**src/rtl/predicate_read_sequencer_pkg.sv**
```systemverilog
// rtl/predicate_read_sequencer_pkg.sv - shared sizes, types and FSM states for the predicate read sequencer
package predicate_read_sequencer_pkg;
  localparam int NUM_LANES = 16;
  localparam int NUM_PREGS = 64;
  localparam int NUM_WARPS = 8;
  localparam int TAG_W     = 4;
  localparam int ADDR_W    = $clog2(NUM_PREGS);
  localparam int WARP_W    = $clog2(NUM_WARPS);

  typedef logic [NUM_LANES-1:0] lane_mask_t;
  typedef logic [ADDR_W-1:0]    pred_addr_t;
  typedef logic [WARP_W-1:0]    warp_id_t;
  typedef logic [TAG_W-1:0]     tag_t;

  typedef enum logic [1:0] {IDLE, READ, WAIT, RESP} seq_state_e;
endpackage

```
**src/rtl/predicate_read_sequencer_if.sv**
```systemverilog
// rtl/predicate_read_sequencer_if.sv - request, register-block read/snoop and response signals
interface predicate_read_sequencer_if;
  import predicate_read_sequencer_pkg::*;

  logic       req_valid;
  logic       req_ready;
  warp_id_t   req_warp;
  pred_addr_t req_addr_0;
  pred_addr_t req_addr_1;
  lane_mask_t req_lane_mask;
  tag_t       req_tag;

  lane_mask_t read_en_0;
  lane_mask_t read_en_1;
  pred_addr_t raddr_0;
  pred_addr_t raddr_1;
  warp_id_t   warp_selector;
  lane_mask_t rdata_0;
  lane_mask_t rdata_1;

  lane_mask_t wr_en;
  warp_id_t   wr_warp;
  pred_addr_t wr_addr;
  lane_mask_t wr_data;

  logic       rsp_valid;
  logic       rsp_ready;
  lane_mask_t rsp_mask_0;
  lane_mask_t rsp_mask_1;
  tag_t       rsp_tag;

  modport slave (
    input  req_valid, req_warp, req_addr_0, req_addr_1, req_lane_mask, req_tag,
    input  rdata_0, rdata_1, wr_en, wr_warp, wr_addr, wr_data, rsp_ready,
    output req_ready, read_en_0, read_en_1, raddr_0, raddr_1, warp_selector,
    output rsp_valid, rsp_mask_0, rsp_mask_1, rsp_tag
  );

  modport master (
    output req_valid, req_warp, req_addr_0, req_addr_1, req_lane_mask, req_tag,
    output rdata_0, rdata_1, wr_en, wr_warp, wr_addr, wr_data, rsp_ready,
    input  req_ready, read_en_0, read_en_1, raddr_0, raddr_1, warp_selector,
    input  rsp_valid, rsp_mask_0, rsp_mask_1, rsp_tag
  );
endinterface

```
**src/rtl/predicate_read_sequencer_bypass_mux.sv**
```systemverilog
// rtl/predicate_read_sequencer_bypass_mux.sv - per-lane write-first forwarding and lane masking for one read port
module predicate_read_sequencer_bypass_mux
  import predicate_read_sequencer_pkg::*;
(
  input  lane_mask_t rdata,
  input  lane_mask_t wr_en,
  input  warp_id_t   wr_warp,
  input  pred_addr_t wr_addr,
  input  lane_mask_t wr_data,
  input  warp_id_t   warp,
  input  pred_addr_t addr,
  input  lane_mask_t lane_mask,
  output lane_mask_t mask
);
  logic       hit;
  lane_mask_t fwd;

  assign hit  = (wr_warp == warp) && (wr_addr == addr);
  assign fwd  = wr_en & {NUM_LANES{hit}};
  assign mask = lane_mask & ((fwd & wr_data) | (~fwd & rdata));
endmodule

```
**src/rtl/predicate_read_sequencer.sv**
```systemverilog
// rtl/predicate_read_sequencer.sv - accepts a predicate-read request, drives both read ports, returns forwarded masks
module predicate_read_sequencer
  import predicate_read_sequencer_pkg::*;
#(
  parameter int RD_LAT = 1
) (
  input logic                        clk,
  input logic                        rst,
  predicate_read_sequencer_if.slave  bus
);
  seq_state_e state;
  seq_state_e state_next;
  logic       started;
  logic       ready;
  logic       accept;
  logic       capture;

  warp_id_t   lat_warp;
  pred_addr_t lat_addr_0;
  pred_addr_t lat_addr_1;
  lane_mask_t lat_mask;
  tag_t       lat_tag;

  lane_mask_t cap_mask_0;
  lane_mask_t cap_mask_1;
  lane_mask_t rsp_mask_0_q;
  lane_mask_t rsp_mask_1_q;

  // started keeps req_ready low until the first edge after reset releases
  assign ready   = started && (state == IDLE);
  assign accept  = bus.req_valid && ready;
  assign capture = (RD_LAT == 0) ? (state == READ) : (state == WAIT);

  always_ff @(posedge clk or posedge rst) begin
    if (rst) begin
      state   <= IDLE;
      started <= 1'b0;
    end else begin
      state   <= state_next;
      started <= 1'b1;
    end
  end

  always_comb begin
    state_next = state;
    case (state)
      IDLE: if (accept) state_next = READ;
      READ: state_next = (RD_LAT == 0) ? RESP : WAIT;
      WAIT: state_next = RESP;
      RESP: if (bus.rsp_ready) state_next = IDLE;
      default: state_next = IDLE;
    endcase
  end

  always_comb begin
    bus.req_ready     = ready;
    bus.read_en_0     = '0;
    bus.read_en_1     = '0;
    bus.raddr_0       = lat_addr_0;
    bus.raddr_1       = lat_addr_1;
    bus.warp_selector = lat_warp;
    bus.rsp_valid     = (state == RESP);
    bus.rsp_mask_0    = rsp_mask_0_q;
    bus.rsp_mask_1    = rsp_mask_1_q;
    bus.rsp_tag       = lat_tag;
    if (state == READ) begin
      bus.read_en_0 = lat_mask;
      bus.read_en_1 = lat_mask;
    end
  end

  always_ff @(posedge clk or posedge rst) begin
    if (rst) begin
      lat_warp     <= '0;
      lat_addr_0   <= '0;
      lat_addr_1   <= '0;
      lat_mask     <= '0;
      lat_tag      <= '0;
      rsp_mask_0_q <= '0;
      rsp_mask_1_q <= '0;
    end else begin
      if (accept) begin
        lat_warp   <= bus.req_warp;
        lat_addr_0 <= bus.req_addr_0;
        lat_addr_1 <= bus.req_addr_1;
        lat_mask   <= bus.req_lane_mask;
        lat_tag    <= bus.req_tag;
      end
      // response is a snapshot; later writes never reach it
      if (capture) begin
        rsp_mask_0_q <= cap_mask_0;
        rsp_mask_1_q <= cap_mask_1;
      end
    end
  end

  predicate_read_sequencer_bypass_mux u_bypass_0 (
    .rdata     (bus.rdata_0),
    .wr_en     (bus.wr_en),
    .wr_warp   (bus.wr_warp),
    .wr_addr   (bus.wr_addr),
    .wr_data   (bus.wr_data),
    .warp      (lat_warp),
    .addr      (lat_addr_0),
    .lane_mask (lat_mask),
    .mask      (cap_mask_0)
  );

  predicate_read_sequencer_bypass_mux u_bypass_1 (
    .rdata     (bus.rdata_1),
    .wr_en     (bus.wr_en),
    .wr_warp   (bus.wr_warp),
    .wr_addr   (bus.wr_addr),
    .wr_data   (bus.wr_data),
    .warp      (lat_warp),
    .addr      (lat_addr_1),
    .lane_mask (lat_mask),
    .mask      (cap_mask_1)
  );
endmodule

```
**src/flat_wrapper.sv**
```systemverilog
// flat-port wrapper written by rule: the top's interface ports become plain ports
module predicate_read_sequencer_flat import predicate_read_sequencer_pkg::*;
#(
  parameter int RD_LAT = 1
)
  (clk, rst, bus_req_valid, bus_req_warp, bus_req_addr_0, bus_req_addr_1, bus_req_lane_mask, bus_req_tag, bus_rdata_0, bus_rdata_1, bus_wr_en, bus_wr_warp, bus_wr_addr, bus_wr_data, bus_rsp_ready, bus_req_ready, bus_read_en_0, bus_read_en_1, bus_raddr_0, bus_raddr_1, bus_warp_selector, bus_rsp_valid, bus_rsp_mask_0, bus_rsp_mask_1, bus_rsp_tag);
  predicate_read_sequencer_if bus_i ();
  input logic clk;
  input logic rst;
  input wire logic [$bits(bus_i.req_valid)-1:0] bus_req_valid;
  input wire logic [$bits(bus_i.req_warp)-1:0] bus_req_warp;
  input wire logic [$bits(bus_i.req_addr_0)-1:0] bus_req_addr_0;
  input wire logic [$bits(bus_i.req_addr_1)-1:0] bus_req_addr_1;
  input wire logic [$bits(bus_i.req_lane_mask)-1:0] bus_req_lane_mask;
  input wire logic [$bits(bus_i.req_tag)-1:0] bus_req_tag;
  input wire logic [$bits(bus_i.rdata_0)-1:0] bus_rdata_0;
  input wire logic [$bits(bus_i.rdata_1)-1:0] bus_rdata_1;
  input wire logic [$bits(bus_i.wr_en)-1:0] bus_wr_en;
  input wire logic [$bits(bus_i.wr_warp)-1:0] bus_wr_warp;
  input wire logic [$bits(bus_i.wr_addr)-1:0] bus_wr_addr;
  input wire logic [$bits(bus_i.wr_data)-1:0] bus_wr_data;
  input wire logic [$bits(bus_i.rsp_ready)-1:0] bus_rsp_ready;
  output wire logic [$bits(bus_i.req_ready)-1:0] bus_req_ready;
  output wire logic [$bits(bus_i.read_en_0)-1:0] bus_read_en_0;
  output wire logic [$bits(bus_i.read_en_1)-1:0] bus_read_en_1;
  output wire logic [$bits(bus_i.raddr_0)-1:0] bus_raddr_0;
  output wire logic [$bits(bus_i.raddr_1)-1:0] bus_raddr_1;
  output wire logic [$bits(bus_i.warp_selector)-1:0] bus_warp_selector;
  output wire logic [$bits(bus_i.rsp_valid)-1:0] bus_rsp_valid;
  output wire logic [$bits(bus_i.rsp_mask_0)-1:0] bus_rsp_mask_0;
  output wire logic [$bits(bus_i.rsp_mask_1)-1:0] bus_rsp_mask_1;
  output wire logic [$bits(bus_i.rsp_tag)-1:0] bus_rsp_tag;
  assign bus_i.req_valid = bus_req_valid;
  assign bus_i.req_warp = bus_req_warp;
  assign bus_i.req_addr_0 = bus_req_addr_0;
  assign bus_i.req_addr_1 = bus_req_addr_1;
  assign bus_i.req_lane_mask = bus_req_lane_mask;
  assign bus_i.req_tag = bus_req_tag;
  assign bus_i.rdata_0 = bus_rdata_0;
  assign bus_i.rdata_1 = bus_rdata_1;
  assign bus_i.wr_en = bus_wr_en;
  assign bus_i.wr_warp = bus_wr_warp;
  assign bus_i.wr_addr = bus_wr_addr;
  assign bus_i.wr_data = bus_wr_data;
  assign bus_i.rsp_ready = bus_rsp_ready;
  assign bus_req_ready = bus_i.req_ready;
  assign bus_read_en_0 = bus_i.read_en_0;
  assign bus_read_en_1 = bus_i.read_en_1;
  assign bus_raddr_0 = bus_i.raddr_0;
  assign bus_raddr_1 = bus_i.raddr_1;
  assign bus_warp_selector = bus_i.warp_selector;
  assign bus_rsp_valid = bus_i.rsp_valid;
  assign bus_rsp_mask_0 = bus_i.rsp_mask_0;
  assign bus_rsp_mask_1 = bus_i.rsp_mask_1;
  assign bus_rsp_tag = bus_i.rsp_tag;
  predicate_read_sequencer #(.RD_LAT(RD_LAT)) u_core (.clk(clk), .rst(rst), .bus(bus_i));
endmodule
```
**config.mk**
```make
export PLATFORM = sky130hd
export DESIGN_NAME = predicate_read_sequencer_flat
export DESIGN_NICKNAME = d
export VERILOG_FILES = /design/src/rtl/predicate_read_sequencer_pkg.sv /design/src/rtl/predicate_read_sequencer_if.sv /design/src/rtl/predicate_read_sequencer_bypass_mux.sv /design/src/rtl/predicate_read_sequencer.sv /design/src/flat_wrapper.sv
export SDC_FILE = /design/constraint.sdc
export NUM_CORES = 1
export LEC_CHECK = 0
export BUFFER_PORTS_ARGS = -buffer_cell sky130_fd_sc_hd__clkbuf_2
export CORE_MARGIN = 3
export CORE_UTILIZATION = 50
export DETAILED_ROUTE_END_ITERATION = 16
export PLACE_DENSITY = 0.91
export SETUP_SLACK_MARGIN = 0.4
export SYNTH_ARGS = -nofsm -noshare
export SYNTH_HDL_FRONTEND = slang
export SYNTH_SLANG_ARGS = --single-unit
export TNS_END_PERCENT = 5
```
**constraint.sdc**
```tcl
create_clock -name clk -period 4.24 [get_ports clk]
set_input_delay 0.424 -clock clk [delete_from_list [all_inputs] [get_ports clk]]
set_output_delay 0.424 -clock clk [all_outputs]
set_load 0.01 [all_outputs]
```
==> results of run 1 <==
-- worst min path at each step --
stage                           from                        end  slack, ns  depth (start not counted)
5_1_grt                          rst  u_core.bus.rsp_mask_0[13]       0.19                          2
3_5_place_dp   u_core.bus.rsp_tag[3]      u_core.bus.rsp_tag[3]       0.51                          1
6_report                         rst  u_core.bus.rsp_mask_0[13]       0.15                          2
4_1_cts                          rst  u_core.bus.rsp_mask_0[13]       0.16                          2
2_1_floorplan     u_core.lat_mask[0]         u_core.lat_mask[0]       0.54                          1
3_3_place_gp   u_core.bus.rsp_tag[3]      u_core.bus.rsp_tag[3]       0.49                          1
-- cell families (layout without fill, tap and decap cells) --
kind of cell,after synthesis,in the layout,synth area share
adder cells (fa/ha/maj),5,5,0.0157
XOR/XNOR,15,15,0.0330
flip-flops,70,70,0.440
AO/OA/AOI/OAI,52,52,0.116
AND/OR/NAND/NOR,124,124,0.194
other,1,1,0.000941
multiplexers,35,35,0.0989
buffers and inverters,83,251,0.102
-- power groups by stage --
stage,combinational (uW),sequential (uW),clock [uW]
6_report,1620,1240,523
2_1_floorplan,1040,1240,0
3_3_place_gp,1580,1220,0
4_1_cts,1620,1230,526
5_1_grt,1760,1270,558
3_5_place_dp,1610,1240,0
-- cell usage after synthesis (all sizes together), types with 3 or more instances --
cell type / count
o41ai: 16
o21ai: 3
nand4: 34
and2: 18
inv: 35
nand2: 3
nand2b: 16
o221ai: 16
or4: 16
ha: 5
buf: 34
clkbuf: 14
a41o: 16
nand3: 18
dfrtp: 70
mux2: 35
nor4: 16
xnor2: 15
-- routing by layer --
metal | up-vias | routed length (um) | part of all wire
met4 | 0 | 438 | 0.035
met3 | 42 | 1100 | 0.087
li1 | 1760 | - | -
met1 | 1860 | 5070 | 0.40
met5 | - | 0 | 0
met2 | 265 | 5970 | 0.47
-- critical path: cells and delay by family (launching register included) --
family | cells | cell delay, ns
fa+ha+maj | 1 | 0.96
simple gates | 2 | 0.81
flops | 1 | 0.40
buf+inv | 1 | 0.13
compound gates | 1 | 0.08
-- flip-flops by register name, summed over array words and instances (netlist names) --
| signal | count |
|---|---|
| u_core.bus.rsp_mask_0 | 16 |
| u_core.bus.rsp_mask_1 | 16 |
| u_core.lat_mask | 16 |
| u_core.bus.raddr_0 | 6 |
| u_core.bus.raddr_1 | 6 |
| u_core.bus.rsp_tag | 4 |
| u_core.bus.warp_selector | 3 |
| u_core.state | 2 |
| u_core.started | 1 |
-- through the flow --
step	cells	instance area, sq um	total power (uW)	worst slack [ns]	util
after detailed placement	637	4860	2850	1.78	0.649
final	652	5040	3380	1.73	0.673
after CTS	652	5040	3370	1.75	0.673
after global routing	652	5040	3590	1.55	0.673
after global placement	637	4860	2800	1.90	0.649
after floorplan	385	3990	2290	2.05	-
-- final cells by class --
class / count / area, sq um
Inverter: 35 / 131
Clock inverter: 4 / 48.8
Sequential cell: 70 / 1750
Multi-Input combinational cell: 232 / 1830
Fill cell: 582 / 2450
Tap cell: 99 / 124
Clock buffer: 11 / 131
Timing Repair Buffer: 201 / 1020
==> flow_summary_export.csv, run 1 <==
group,metric,value,unit
grt,grt_max_degree,71,
placed_design,dpl.hpwl,9280,um
job,timing.max_cap.violations,0,
synthesis,ys_warn_count,0,
worst_setup_path,startpoint_type,"register",
grt,busiest_layer,"met2",
synthesis,synthArstFlopShare,1.00,
drt,wl_per_cell,19.3,um
die,dieArea,0.00908,sq mm
cts,clkSlewWorstSetupHoldPaths,0.08,ns
grt,grt_pass1_wl,19300,um
worst_setup_path,crit_start,"u_core.state[0]",
placed_design,numPortBuffers,196,
synthesis,yosysSeqAreaShare,0.440,
pwr,ir_drop,461,uV
timing,min_period,2.51,ns
timing,setup_viol,0,
worst_setup_path,r2r_start,"u_core.state[0]",
drt,ant_nets,0,
cts,cts_hold_buf,0,
placed_design,gp_congestion,0.977,
timing,whs,0.147,ns
cts,clockBufferDepth,2,
worst_setup_path,path_cells,"inv_1 -> ha_2 -> nand4_1 -> or4_1 -> o221ai_1",
pwr,power_per_cell_area,671,mW/mm^2
die,pin_count,197,
die,die_h,95.3,um
die,coreArea,0.00749,sq mm
status,status,"finished clean",
synthesis,synth_seq_cells,70,
cells_and_area,antenna_cells,0,
pwr,switching_share,0.437,
worst_setup_path,crit_arrival,2.76,ns
synthesis,synth_cell_types,27,
pwr,p_seq_frac,0.367,
pwr,clkPwrFrac,0.155,
cts,htreeDepth,3,
grt,grt_usage,0.281,
drt,firstDrtPassIters,5,
cells_and_area,final_cell_mix,"196 x clkbuf_2, 70 x dfrtp_1, 35 x mux2_2, 34 x inv_1, 33 x nand4_1",
synthesis,synthCells,385,
drt,routed_wl,12600,um
timing,clock.fmax,398,MHz
synthesis,syn-num-nets,502,
timing,period_share,0.592,
synthesis,syn-cell-area,0.00399,sq mm
grt,grt_overflow,0,
cts,cts_sinks,70,
worst_setup_path,regToRegEndpoint,"u_core.bus.rsp_mask_1[10]",
worst_setup_path,path_class,"reg2reg",
synthesis,synth_top_cells_by_area,"dfrtp_1 44%, mux2_2 9.9%, nand4_1 5.2%",
drt,drc,0,
drt,dr_total_vias,3927,
synthesis,synth_edf_count,0,
timing,fin_worst_skew,0.0161,ns
pwr,power.switching,1480,uW
synthesis,yosys_most_used_dff,"dfrtp_1",
cts,clk_latency,0.35,ns
worst_setup_path,reg2reg_depth,5,
grt,met1_usage,0.379,
pwr,pwr-share-comb,0.478,
grt,gr-usage-met2,0.438,
timing,slew-limit-headroom,0.241,
cts,root_buffer,"clkbuf_8",
cells_and_area,layout_commonest_cell,"clkbuf_2",
grt,grt_pass1_vias,3876,
cells_and_area,area_growth,26.5,%
worst_setup_path,slowest_delay,0.96,ns
timing,hold_viol,0,
die,initial_core_util,0.532,
worst_setup_path,critPathRequiredTime,4.49,ns
die,die_x,95.3,um
timing,tns,0,ns
worst_setup_path,end_kind,"register",
cts,cts_buffers,9,
pwr,p_int,1900,uW
worst_setup_path,cp_max_fo,70,
min_path,holdCritPathClass,"in2async",
grt,met3_usage,0.0513,
grt,antenna_found_initial,0,
timing,max_slew.worst_pin.slew,1.14,ns
cts,cts_tree,"yes",
cts,post_cts_resize_count,0,
worst_setup_path,worst_path_max_delay_cell,"ha_2",
synthesis,yosysTopAreaCellShare,0.440,
drt,vias_per_cell,6.02,
timing,slew_viol_final,0,
timing,rsz0062_at_grt,"no",
worst_setup_path,endpoint,"u_core.bus.rsp_mask_1[10]",
pwr,cellLeakagePower,0.00254,uW
cells_and_area,drive_above_1_share,0.458,
synthesis,synth_area_per_cell,10.4,sq um
worst_setup_path,r2r_slack,1.73,ns
cells_and_area,layout.nets,666,
die,fp-row-count,31,
cts,post_cts_buffers,0,
synthesis,synth_area_leader_cell,"dfrtp_1",
drt,drt_iter0_drc,373,
No activity file was read; power rests on OpenSTA's default activity.
==> run 2: changes to the inputs <==
--- a/config.mk
+++ b/config.mk
@@ -7,9 +7,9 @@
 export LEC_CHECK = 0
 export BUFFER_PORTS_ARGS = -buffer_cell sky130_fd_sc_hd__clkbuf_2
 export CORE_MARGIN = 3
-export CORE_UTILIZATION = 50
+export CORE_UTILIZATION = 47
 export DETAILED_ROUTE_END_ITERATION = 16
-export PLACE_DENSITY = 0.91
+export PLACE_DENSITY = 0.87
 export SETUP_SLACK_MARGIN = 0.4
 export SYNTH_ARGS = -nofsm -noshare
 export SYNTH_HDL_FRONTEND = slang
==> constraint.sdc (replaced) <==
create_clock -name clk -period 2.35 [get_ports clk]
set_input_delay 0.235 -clock clk [delete_from_list [all_inputs] [get_ports clk]]
set_output_delay 0.235 -clock clk [all_outputs]
set_load 0.01 [all_outputs]
==> run 2 against run 1 <==
- design area increased by 4.2%
- utilization fell by 1.4 points
- register-to-register slack worse by 1.3 ns
- highest routed layer unchanged
- combinational power up 98%
- critical endpoint is now u_core.bus.rsp_mask_1[7]
- critical path type unchanged
- die area grew 6.0%
- flip-flop and latch count is the same
- first-iteration DRC count is 31% lower
- sequential share of layout area decreased by 1.4 points
==> flow_summary_export.csv, run 2 (same netlist as run 1, synthesis figures left out) <==
group,metric,value,unit
cells_and_area,final_cell_mix,"196 x clkbuf_2, 70 x dfrtp_1, 35 x mux2_2, 33 x nand4_1, 33 x inv_1",
worst_setup_path,startpoint_type,"register",
timing,hold_viol,0,
job,timing.max_cap.violations,0,
placed_design,numPortBuffers,196,
pwr,ir_drop,960,uV
cells_and_area,drive_above_1_share,0.475,
timing,period_share,0.811,
timing,rsz0062_at_grt,"yes",
pwr,cellLeakagePower,0.00263,uW
placed_design,gp_congestion,0.843,
cells_and_area,layout_commonest_cell,"clkbuf_2",
cells_and_area,ff_latch_area,0.00175,sq mm
placed_design,placedCellCount,646,
worst_setup_path,r2r_start,"u_core.state[0]",
placed_design,place_ws,0.421,ns
worst_setup_path,r2r_slack,0.44,ns
worst_setup_path,path_class,"reg2reg",
grt,antenna_found_initial,0,
cts,cts_sinks,70,
drt,dr_total_vias,3987,
drt,wl_per_cell,19.7,um
cts,cts_tree,"yes",
min_path,hold_depth,2,
die,die_x,98.1,um
placed_design,dpl.hpwl,9130,um
cts,post_cts_buffers,0,
die,fp-row-count,32,
pwr,power.total,6620,uW
timing,slew_viol_final,0,
cells_and_area,layout.nets,674,
die,dieArea,0.00962,sq mm
cells_and_area,nFillCells,620,
grt,grt_overflow,0,
timing,layout_setup_ws,0.445,ns
min_path,min_to,"u_core.lat_mask[4]",
cells_and_area,multiInputGateArea,0.00186,sq mm
cts,htreeDepth,3,
cts,root_buffer,"clkbuf_8",
min_path,holdCritPathClass,"in2reg",
cells_and_area,final_cells,664,
grt,grt_pass1_wl,20800,um
status,status,"finished clean",
drt,drt_iter0_drc,257,
drt,vias_per_cell,6.00,
die,initial_core_util,0.500,
timing,tns,0,ns
min_path,min_from,"bus_req_lane_mask[4]",
worst_setup_path,critPathRequiredTime,2.62,ns
cells_and_area,antenna_cells,0,
die,die_h,98.1,um
grt,grt_usage,0.270,
worst_setup_path,end_kind,"register",
pwr,power_per_cell_area,1260,mW/mm^2
timing,fin_worst_skew,0.00463,ns
timing,slew-limit-headroom,0.557,
drt,drc,0,
worst_setup_path,cp_max_fo,41,
worst_setup_path,regToRegEndpoint,"u_core.bus.rsp_mask_1[7]",
timing,clock.fmax,525,MHz
grt,grt_max_degree,49,
drt,routed_wl,13100,um
timing,min_period,1.91,ns
die,pin_count,197,
worst_setup_path,crit_arrival,2.17,ns
cts,clockBufferDepth,2,
cts,cts_buffers,9,
die,coreArea,0.00797,sq mm
timing,max_slew.worst_pin.slew,0.664,ns
grt,grt_pass1_vias,4108,
worst_setup_path,reg2reg_depth,6,
cts,clk_latency,0.35,ns
cells_and_area,area_growth,31.8,%
cts,clkSlewWorstSetupHoldPaths,0.08,ns
drt,firstDrtPassIters,4,
timing,setup_viol,0,
drt,ant_nets,0,
==> run 2: final cells by class <==
class                   instances  share of cell area
multi-input cells             232               0.355
flip-flops and latches         70               0.333
repair buffers                209               0.215
inverters                      35              0.0257
well taps                     102              0.0243
clock buffers                   9              0.0236
clock inverters                 7              0.0231
==> run 2: through the flow <==
stage / util / instance area [sq um] / hold WS (ns)
floorplan: - / 3990 / 0.386
global placement: 0.620 / 4940 / 0.346
detailed placement: 0.620 / 4940 / 0.359
CTS: 0.658 / 5240 / 0.102
global route: 0.659 / 5250 / 0.0945
finish: 0.659 / 5250 / 0.112
==> run 2: timing repair <==
action | 4_1_cts | 5_1_grt
resized for setup | 2 | 3
pin swaps | 0 | 0
setup endpoints to repair | 19 | 45
hold endpoints to repair | 27 | 0
hold buffers | 1 | 0
gates cloned | 1 | 0
==> run 2: worst max-delay path: stages, from the launching register on <==
cell and delay, ns:
dfrtp_1 0.43, inv_1 0.16, ha_2 0.25, buf_12 0.22
nand4_1 0.15, or4_1 0.53, o221ai_1 0.08
==> run 2: worst max path at each step <==
| stage | startpoint | to | slack, ns | cells past startpoint |
|---|---|---|---|---|
| finish | u_core.state[0] | u_core.bus.rsp_mask_1[7] | 0.44 | 6 |
| CTS | u_core.bus.raddr_0[4] | u_core.bus.rsp_mask_0[7] | 0.38 | 4 |
| global placement | u_core.state[0] | u_core.bus.rsp_mask_1[14] | 0.51 | 6 |
| global route | u_core.state[0] | u_core.bus.rsp_mask_1[12] | 0.36 | 6 |
| floorplan | u_core.state[0] | u_core.bus.rsp_mask_1[0] | 0.58 | 7 |
| detailed placement | u_core.state[0] | u_core.bus.rsp_mask_1[15] | 0.42 | 6 |
==> run 2: metal layers <==
| layer | global-route usage | vias up | share of wire |
|---|---|---|---|
| met4 | 0.0841 | 0 | 0.018 |
| met1 | 0.320 | 1945 | 0.37 |
| met2 | 0.474 | 240 | 0.51 |
| met5 | 0 | - | 0 |
| li1 | - | 1777 | - |
| met3 | 0.0779 | 25 | 0.10 |
==> run 2: power breakdown <==
| group | switching (uW) | internal, uW |
|---|---|---|
| Sequential | 486 | 1720 |
| Combinational | 1830 | 1380 |
| Clock | 493 | 710 |
==> run 3: changes to the inputs <==
==> constraint.sdc (replaced) <==
create_clock -name clk -period 1.9 [get_ports clk]
set_input_delay 0.19 -clock clk [delete_from_list [all_inputs] [get_ports clk]]
set_output_delay 0.19 -clock clk [all_outputs]
set_load 0.01 [all_outputs]
==> run 3 against run 2 <==
- design area rose by 5.9%
- worst setup slack got worse by 0.35 ns
- global-route usage rose by 0.41 points
- combinational power rose by 47%
- maximum frequency rose by 5.4%
- sequential power rose by 24%
- utilization rose by 3.9 points
- non-clock buffer count rose by 22
- hold slack got worse by 0.052 ns
- die area did not move
- register-to-register slack got worse by 0.35 ns
- power rose by 32%
- largest power group unchanged
==> flow_summary_export.csv, run 3 (same netlist as run 1, synthesis figures left out) <==
group,metric,value,unit
status,status,"finished clean",
pwr,p_seq_frac,0.313,
die,fp-row-count,32,
timing,clock.fmax,553,MHz
cts,cts_sinks,70,
grt,antenna_found_initial,0,
worst_setup_path,end_kind,"register",
placed_design,dpl.hpwl,9300,um
pwr,pwr-share-comb,0.541,
grt,grt_pass1_wl,21200,um
timing,period_share,0.952,
worst_setup_path,path_cells,"xnor2_2 -> nand3_4 -> buf_12 -> clkbuf_16 -> o41ai_1 -> a41o_1",
die,die_x,98.1,um
timing,slew-limit-headroom,0.642,
die,die_h,98.1,um
timing,tns,0,ns
pwr,switching_share,0.428,
die,pin_count,197,
cts,clk_latency,0.35,ns
placed_design,numPortBuffers,196,
cts,cts_buffers,9,
grt,grt_usage,0.274,
drt,wl_per_cell,20.7,um
drt,drt_iter0_drc,337,
pwr,p_int,4990,uW
placed_design,gp_congestion,0.848,
worst_setup_path,startpoint_type,"register",
cells_and_area,layout_commonest_cell,"clkbuf_2",
pwr,ir_drop,956,uV
worst_setup_path,cp_top_family,"compound AO/OA/AOI/OAI gates",
pwr,power.switching,3740,uW
grt,grt_pass1_vias,4224,
worst_setup_path,critPathRequiredTime,2.19,ns
cells_and_area,drive_above_1_share,0.512,
worst_setup_path,path_class,"reg2reg",
worst_setup_path,crit_arrival,2.10,ns
cells_and_area,antenna_cells,0,
timing,rsz0062_at_grt,"yes",
worst_setup_path,cp_max_fo,12,
pwr,cellLeakagePower,0.00280,uW
cells_and_area,final_cell_mix,"196 x clkbuf_2, 70 x dfrtp_1, 35 x mux2_2, 33 x nand4_1, 32 x inv_1",
die,initial_core_util,0.500,
cells_and_area,utilization,0.698,
timing,setup_viol,0,
timing,min_period,1.81,ns
grt,grt_max_degree,49,
min_path,holdCritPathClass,"in2reg",
cells_and_area,layout.nets,696,
worst_setup_path,crit_buf_inv,2,
timing,hold_viol,0,
cts,clockBufferDepth,2,
drt,routed_wl,14200,um
worst_setup_path,slowest_delay,0.43,ns
drt,vias_per_cell,5.97,
pwr,clkPwrFrac,0.147,
cts,clkSlewWorstSetupHoldPaths,0.09,ns
drt,ant_nets,0,
die,dieArea,0.00962,sq mm
worst_setup_path,worst_path_max_delay_cell,"dfrtp_1",
drt,firstDrtPassIters,5,
timing,fin_worst_skew,0.0153,ns
cts,cts_tree,"yes",
job,timing.max_cap.violations,0,
timing,max_slew.worst_pin.slew,0.536,ns
drt,dr_total_vias,4098,
cts,htreeDepth,3,
grt,grt_overflow,0,
die,coreArea,0.00797,sq mm
cells_and_area,area_growth,39.6,%
drt,drc,0,
timing,slew_viol_final,0,
pwr,power_per_cell_area,1570,mW/mm^2
cts,root_buffer,"clkbuf_8",
[run 3: cell types whose count changed in the layout (fill, tap and decap cells not counted), moves of 2 or more]
cell,delta
buf_12,+4
buf_4,+13
buf_6,+2
bufinv_16,-2
clkbuf_16,+2
clkinvlp_4,+2
inv_6,+2
o41ai_1,-2
o41ai_2,+2
xnor2_1,-7
xnor2_2,+7
[run 3: power by group through the flow]
stage                     clock network, uW  registers, uW  logic, uW
after floorplan                           0           2770       2330
after global placement                    0           2670       3750
after detailed placement                  0           2710       3890
after CTS                              1280           2690       4270
after global routing                   1380           2810       5030
final                                  1280           2730       4720
[run 3: area by class of cell]
class                           instances  area, sq um
Sequential cell                        70         1750
Clock inverter                          7         80.1
Tap cell                              102          128
Fill cell                             555         2400
Clock buffer                            9          124
Timing Repair Buffer                  231         1410
Multi-Input combinational cell        232         1930
Inverter                               35          135
[run 3: worst paths after layout]
kind                                                  start                        end  slack [ns]  cells after the start
worst max-delay path            u_core.bus.warp_selector[0]   u_core.bus.rsp_mask_0[6]        0.09                      6
worst min-delay path                      bus_req_addr_1[1]      u_core.bus.raddr_1[1]        0.06                      2
worst max register to register  u_core.bus.warp_selector[0]   u_core.bus.rsp_mask_0[6]        0.09                      6
worst min register to register        u_core.bus.rsp_tag[2]      u_core.bus.rsp_tag[2]        0.53                      1
max in group asynchronous                               rst  u_core.bus.rsp_mask_0[11]        0.97                      4
min in group asynchronous                               rst   u_core.bus.rsp_mask_1[0]        0.50                      4
[run 3: metrics by stage]
stage | hold slack, ns | std cells | setup WS, ns | power (uW) | area [sq um]
floorplan | 0.341 | 385 | 0.127 | 5100 | 3990
global placement | 0.328 | 654 | 0.182 | 6420 | 5000
detailed placement | 0.329 | 654 | 0.0883 | 6590 | 5000
CTS | 0.0520 | 678 | 0.202 | 8230 | 5370
global route | 0.0391 | 686 | 0.00951 | 9220 | 5560
finish | 0.0606 | 686 | 0.0920 | 8730 | 5560
[run 3: layer usage]
metal | up-vias | routed length (um) | GRT usage
li1 | 1821 | - | -
met1 | 1939 | 5050 | 0.323
met2 | 290 | 7100 | 0.462
met3 | 48 | 1590 | 0.0750
met4 | 0 | 461 | 0.135
met5 | - | 0 | 0
[run 3: timing repair]
item / CTS / global route
resized for setup: 9 / 16
hold buffers: 1 / 0
setup buffers: 5 / 5
pin swaps: 2 / 7
gates cloned: 2 / 3
hold endpoints to repair: 46 / 0
setup endpoints to repair: 100 / 102
